## config.mk

```make
export PLATFORM = sky130hd
export DESIGN_NAME = dfcnq_pipe
export DESIGN_NICKNAME = d
export VERILOG_FILES = /design/src/rtl/dfcnq_pipe.sv
export SDC_FILE = /design/constraint.sdc
export NUM_CORES = 1
export LEC_CHECK = 0
export BUFFER_PORTS_ARGS = -buffer_cell sky130_fd_sc_hd__clkbuf_2
export CORE_MARGIN = 5
export CORE_UTILIZATION = 40
export DETAILED_ROUTE_END_ITERATION = 8
export PLACE_DENSITY = 0.58
export SYNTH_ARGS = -nofsm -noshare
export SYNTH_HDL_FRONTEND = slang
export SYNTH_SLANG_ARGS = --single-unit
```

## constraint.sdc

```tcl
create_clock -name cp -period 3.8 [get_ports cp]
set_input_delay 1.14 -clock cp [delete_from_list [all_inputs] [get_ports cp]]
set_output_delay 1.14 -clock cp [all_outputs]
set_load 0.05 [all_outputs]
```

## src/rtl/dfcnq_pipe.sv

```systemverilog
// Elastic WIDTH x DEPTH pipeline of clear-able D flops with a valid/ready
// handshake, bubble collapsing and a single full-block scan chain.
module dfcnq_pipe #(
  parameter int unsigned      WIDTH     = 8,
  parameter int unsigned      DEPTH     = 4,
  parameter logic [WIDTH-1:0] RESET_VAL = '0
) (
  input  logic                       cp,
  input  logic                       cdn,
  input  logic                       se,
  input  logic                       si,
  output logic                       so,
  input  logic                       in_valid,
  output logic                       in_ready,
  input  logic [WIDTH-1:0]           d,
  output logic                       out_valid,
  input  logic                       out_ready,
  output logic [WIDTH-1:0]           q,
  output logic [$clog2(DEPTH+1)-1:0] occ
);

  localparam int unsigned OW  = $clog2(DEPTH + 1);
  localparam int unsigned SW  = WIDTH + 1;
  localparam int unsigned NCH = DEPTH * SW;

  logic             vld     [DEPTH];
  logic [WIDTH-1:0] dat     [DEPTH];
  logic             vld_nxt [DEPTH];
  logic [WIDTH-1:0] dat_nxt [DEPTH];
  logic             adv     [DEPTH];
  logic             pipe_ready;
  logic             accept;
  logic [NCH-1:0]   chain;
  logic [NCH-1:0]   chain_sh;

  // Ready ripples from the output end; carry holds !vld[k] | adv[k] for the
  // stage just processed, so each stage sees the permission of the one ahead.
  always_comb begin : adv_chain
    logic carry;
    logic a;
    carry = out_ready;
    a     = 1'b0;
    for (int unsigned i = 0; i < DEPTH; i++) begin
      a                 = vld[DEPTH-1-i] & carry;
      adv[DEPTH-1-i]    = a;
      carry             = !vld[DEPTH-1-i] | a;
    end
    pipe_ready = carry;
  end

  assign in_ready  = !se & pipe_ready;
  assign accept    = in_valid & in_ready;
  assign out_valid = !se & vld[DEPTH-1];
  assign q         = dat[DEPTH-1];
  assign so        = dat[DEPTH-1][WIDTH-1];

  // Flat scan view: stage k occupies bits k*SW (vld) .. k*SW+WIDTH (dat msb).
  always_comb begin
    chain = '0;
    for (int unsigned k = 0; k < DEPTH; k++) begin
      chain[k*SW]            = vld[k];
      chain[k*SW+1 +: WIDTH] = dat[k];
    end
  end

  assign chain_sh = {chain[NCH-2:0], si};

  always_comb begin
    for (int unsigned k = 0; k < DEPTH; k++) begin
      vld_nxt[k] = vld[k];
      dat_nxt[k] = dat[k];
    end
    if (se) begin
      for (int unsigned k = 0; k < DEPTH; k++) begin
        vld_nxt[k] = chain_sh[k*SW];
        dat_nxt[k] = chain_sh[k*SW+1 +: WIDTH];
      end
    end else begin
      vld_nxt[0] = accept | (vld[0] & !adv[0]);
      if (accept) dat_nxt[0] = d;
      for (int unsigned k = 1; k < DEPTH; k++) begin
        vld_nxt[k] = adv[k-1] | (vld[k] & !adv[k]);
        if (adv[k-1]) dat_nxt[k] = dat[k-1];
      end
    end
  end

  always_ff @(posedge cp or negedge cdn) begin
    if (!cdn) begin
      for (int unsigned k = 0; k < DEPTH; k++) begin
        vld[k] <= 1'b0;
        dat[k] <= RESET_VAL;
      end
    end else begin
      for (int unsigned k = 0; k < DEPTH; k++) begin
        vld[k] <= vld_nxt[k];
        dat[k] <= dat_nxt[k];
      end
    end
  end

  always_comb begin
    occ = '0;
    for (int unsigned k = 0; k < DEPTH; k++) occ = occ + OW'(vld[k]);
  end

endmodule

```

-- Word level (Yosys, flattened, before mapping)
Cells that the tools add are included.
- register bits after elaboration: 36
- bits of input ports: 14
- output and inout port bits: 14
- logic and storage cells: 49
- add/sub/neg operators: 3
- multiplexer cells: 6
- bitwise logic cells: 19
- reduce and logical (&&, ||, !) cells: 13
- operators with widths (kind ; count):
    two-way mux 32 bit ; 1
    two-way mux 8 bit ; 4
    bitwise AND 1 bit ; 11
    logical NOT 1 bit ; 9
    OR 1 bit ; 8
    nonzero test 2 bit ; 4
    two-way mux 4 bit ; 1
    adder 2 x 1 -> 3 bit ; 1
    adder 3 x 1 -> 3 bit ; 1
    adder 1 x 1 -> 2 bit ; 1

-- Longest topological paths before layout
- depth after elaboration: 12
- gate-level depth with buffers: 6
- depth with buffers taken out: 5

-- Least setup slack after synthesis
OpenSTA, ideal clock, no wires.
- path kind: input to output
- start point: input port se
- end point: output port in_ready
- arrival time: 2.472 ns
- data required time: 2.660 ns
- path slack: 0.188 ns
- stages: 5
- path buffers: 4
- cells stage by stage: buf_6 -> buf_6 -> buf_6 -> clkbuf_1 -> a21oi_1
- word-level cells in the longest chain between the ends: 2
- RTL lines (element ; line ; text):
    start, declared ; 10 ; input logic se,
    logical NOT 1 bit ; 51 ; assign in_ready = !se & pipe_ready;
    bitwise AND 1 bit ; 51 ;
    end, declared ; 14 ; output logic in_ready,
No other way between the ends.

-- Final worst setup path
- start point: register vld (netlist bit chain[27])
- end point: output port occ[1]
- word-level cells in the longest chain between the ends: 1
- RTL lines (element ; line ; text):
    start, declared ; 26 ; logic vld [DEPTH];
    start signal, assigned by index ; 96 ; vld[k] <= vld_nxt[k];
    adder 3 x 1 -> 3 bit ; 104 ; for (int unsigned k = 0; k < DEPTH; k++) occ = occ + OW'(vld[k]);
    end, declared ; 19 ; output logic [$clog2(DEPTH+1)-1:0] occ
No other way between the ends.

==> impl_metrics.yaml <==
critical_path:
  critical-path-slowest-cell: "fa_1"
  cp_slowest_stage_delay_ps: 480
  reg2reg_from: "chain[18]"
  worstReg2RegEnd: "chain[12]"
  worstPathRequired_ps: 2660
  critical_path.cell_chain: "inv_1 -> fa_1 -> inv_1 -> ha_1 -> ha_1 -> clkbuf_2"
  setup.worst_path.end_class: "output port"
  crit_path_max_fanout: 6
  crit_arrival_ps: 2090
  setup.reg_to_reg.worst_slack_ps: 2170
  cp-start-kind: "register"
  rr_worst_depth: 3
  timing.setup.critical_path_class: "register to output port"
synthesis:
  synth_top_family_by_area: "multiplexers"
  synth_area_in_compound_gates_pct: 13.1
  post_synth_xor_area_fraction_pct: 0
  ys_warn_count: 0
  synth_seq_area_share_pct: 43.4
  synth_simple_gate_area_share_pct: 9.64
  arithmetic_cell_share_of_the_synthesized_area_counting_full_adders_half_adders_and_majority_gates_pct: 2.17
  synth.net_count: 213
  synth_cell_types: 29
  synth_seq_cells: 36
  syn_area_um2: 2080
  synthesized_area_per_cell_um2: 10.6
  synthMuxAreaShare_pct: 22.2
  synthesis.instances: 196
placed_design:
  dp.cells: 275
  place_area_um2: 2170
  numPortBuffers: 27
  dp_slack_ps: 691
  dp_hpwl_um: 2610
  gp_congestion: 0.685
die:
  die_w_um: 82.0
  rows: 26
  floorplan.initialDensity_pct: 40.9
  die_h_um: 82.0
  design.die.area_um2: 6730
  fp.coreArea_um2: 5070
  io_pins: 28
clock_network:
  level_count_of_the_clock_h_tree: 2
  clkSinkCount: 36
  cts_post_setup_buffers_inserted: 0
  clk_pin_slew_worst_paths_ps: 80
  clk-insertion-delay-late_ps: 290
  tritoncts: "yes"
  cts-root-buf: "clkbuf_8"
  cts_buffers: 5
  post_cts.resized_instances: 0
  postCtsHoldBufs: 0
  clock_path_buffers: 2
pwr:
  p_leak_nw: 1.08
  peakVddDrop_mv: 0.290
  power_density_over_the_cells_nw_per_um2: 710
sta:
  timing_hold_violations_final: 0
  final-setup-viol-count: 0
  period_share_pct: 85.1
  finalSetupTns_ps: 0
  layout_setup_ws_ps: 568
  max_clock_freq_mhz: 309
  finalClockSkew_ps: 9.87
  rsz0062_at_grt: "no"
  fin_hold_ws_ps: 510
  tightest_slew_ps: 909
  drv_slew: 0
  slew-limit-headroom_pct: 39.4
  min_period_ps: 3230
hold_path:
  min_to: "chain[20]"
  min_path_cells: 1
  hp-class: "register to register"
  hold_crit_start: "chain[20]"
status:
  result_of_the_run: "finished clean"
cells_and_area:
  nets: 229
  layout.cell_area.non_filler_um2: 2330
  area_growth_synth_to_finish_pct: 12.4
  layout_commonest_cell: "dfrtp_1"
  final_cells: 283
  antenna_cells_inserted: 0
  final_cell_mix: "dfrtp_1 (36), mux2_2 (31), nand2_1 (30)"
  layout-drive-gt1-share_pct: 33.8
routing:
  via_count: 1395
  wire_per_inst_um: 13.5
  postRouteAntennaNets: 0
  drt_first_pass_iters: 4
  via_per_inst: 4.93
  drc_errors: 0
  finalWirelength_um: 3830
  drtIter0Drc: 93
run:
  max_cap_violations: 0
global_routing:
  first_pass_grt_wire_length_um: 6360
  globalRoute.totalOverflow: 0
  pin_count_of_the_biggest_net_entering_global_routing: 44
  antenna_found_initial: 0
  grt_pass1_vias: 1298
  grtUsageTotal_pct: 12.5
-- routing by layer --
metal | track usage [%] | vias to the layer above | part of all wire (%)
li1 | - | 702 | -
met1 | 16.1 | 671 | 48
met2 | 19.5 | 16 | 48
met3 | 3.29 | 6 | 2.7
met4 | 5.98 | 0 | 2.0
met5 | 0 | - | 0
-- how the worst max path moves through the flow --
stage,from,end,slack [ps],cells after the start
final,chain[27],occ[1],570,6
after global routing,chain[9],occ[1],440,6
after CTS,chain[9],occ[1],540,6
after detailed placement,se,in_ready,690,3
after global placement,se,in_ready,690,3
after floorplan,se,in_ready,190,5
-- sequential cells by signal, indices dropped and copies added (netlist names) --
signal  count
q           8
chain      28
-- per-stage QoR --
step | utilization [%] | total power [W]
6_report | 46.0 | 0.00166
5_1_grt | 46.0 | 0.00175
4_1_cts | 46.0 | 0.00168
3_5_place_dp | 42.9 | 0.00120
3_3_place_gp | 42.9 | 0.00120
2_1_floorplan | - | 0.00114
-- synth_stat cells --
cell      instances  share of area (%)
dfrtp_1          36                 43
mux2_2           31                 17
nand2_1          30                5.4
inv_1            13                2.4
a21oi_1          12                2.9
mux2_1           10                5.4
o21ai_0           9                2.2
buf_4             8                2.9
o22ai_1           7                2.1
o31a_1            7                3.0
clkbuf_1          5               0.90
buf_2             4               0.96
buf_6             3                1.6
a21o_1            2               0.72
ha_1              2                1.2
nand2b_1          2               0.60
nand3b_1          2               0.72
nor2_1            2               0.36
a21oi_4           1               0.78
and2b_1           1               0.36
and4b_1           1               0.48
clkbuf_8          1               0.66
fa_1              1               0.96
nand4_1           1               0.30
nand4b_4          1                1.1
nor3_1            1               0.24
o211ai_1          1               0.36
o21ai_1           1               0.24
o21bai_4          1               0.90
-- logic make-up (layout without fill, tap and decap cells) --
logic type,Yosys count,after routing
buffers and inverters,34,51
flip-flops,36,36
AND/OR/NAND/NOR,41,41
adder cells (fa/ha/maj),3,3
multiplexers,41,41
AO/OA/AOI/OAI,41,41
-- final cells by class --
cell class              instances  area (um^2)
multi-input cells             126          980
repair buffers                 30          158
well taps                      70         87.6
clock buffers                   5         68.8
clock inverters                 3         90.1
inverters                      13         48.8
flip-flops and latches         36          901
fillers                       489         2740
-- critical path: cells and delay by family, from the launching register on --
family	cells	cell delay, ps
adders and majority gates	3	920
DFF	1	470
buffers and inverters	3	410
-- power by group --
part / total [W] / switching [W] / internal [W]
logic: 0.000602 / 0.000386 / 0.000216
clock network: 0.000470 / 0.000142 / 0.000328
registers: 0.000584 / 0.0000866 / 0.000497
(Power assumes the default switching activity.)
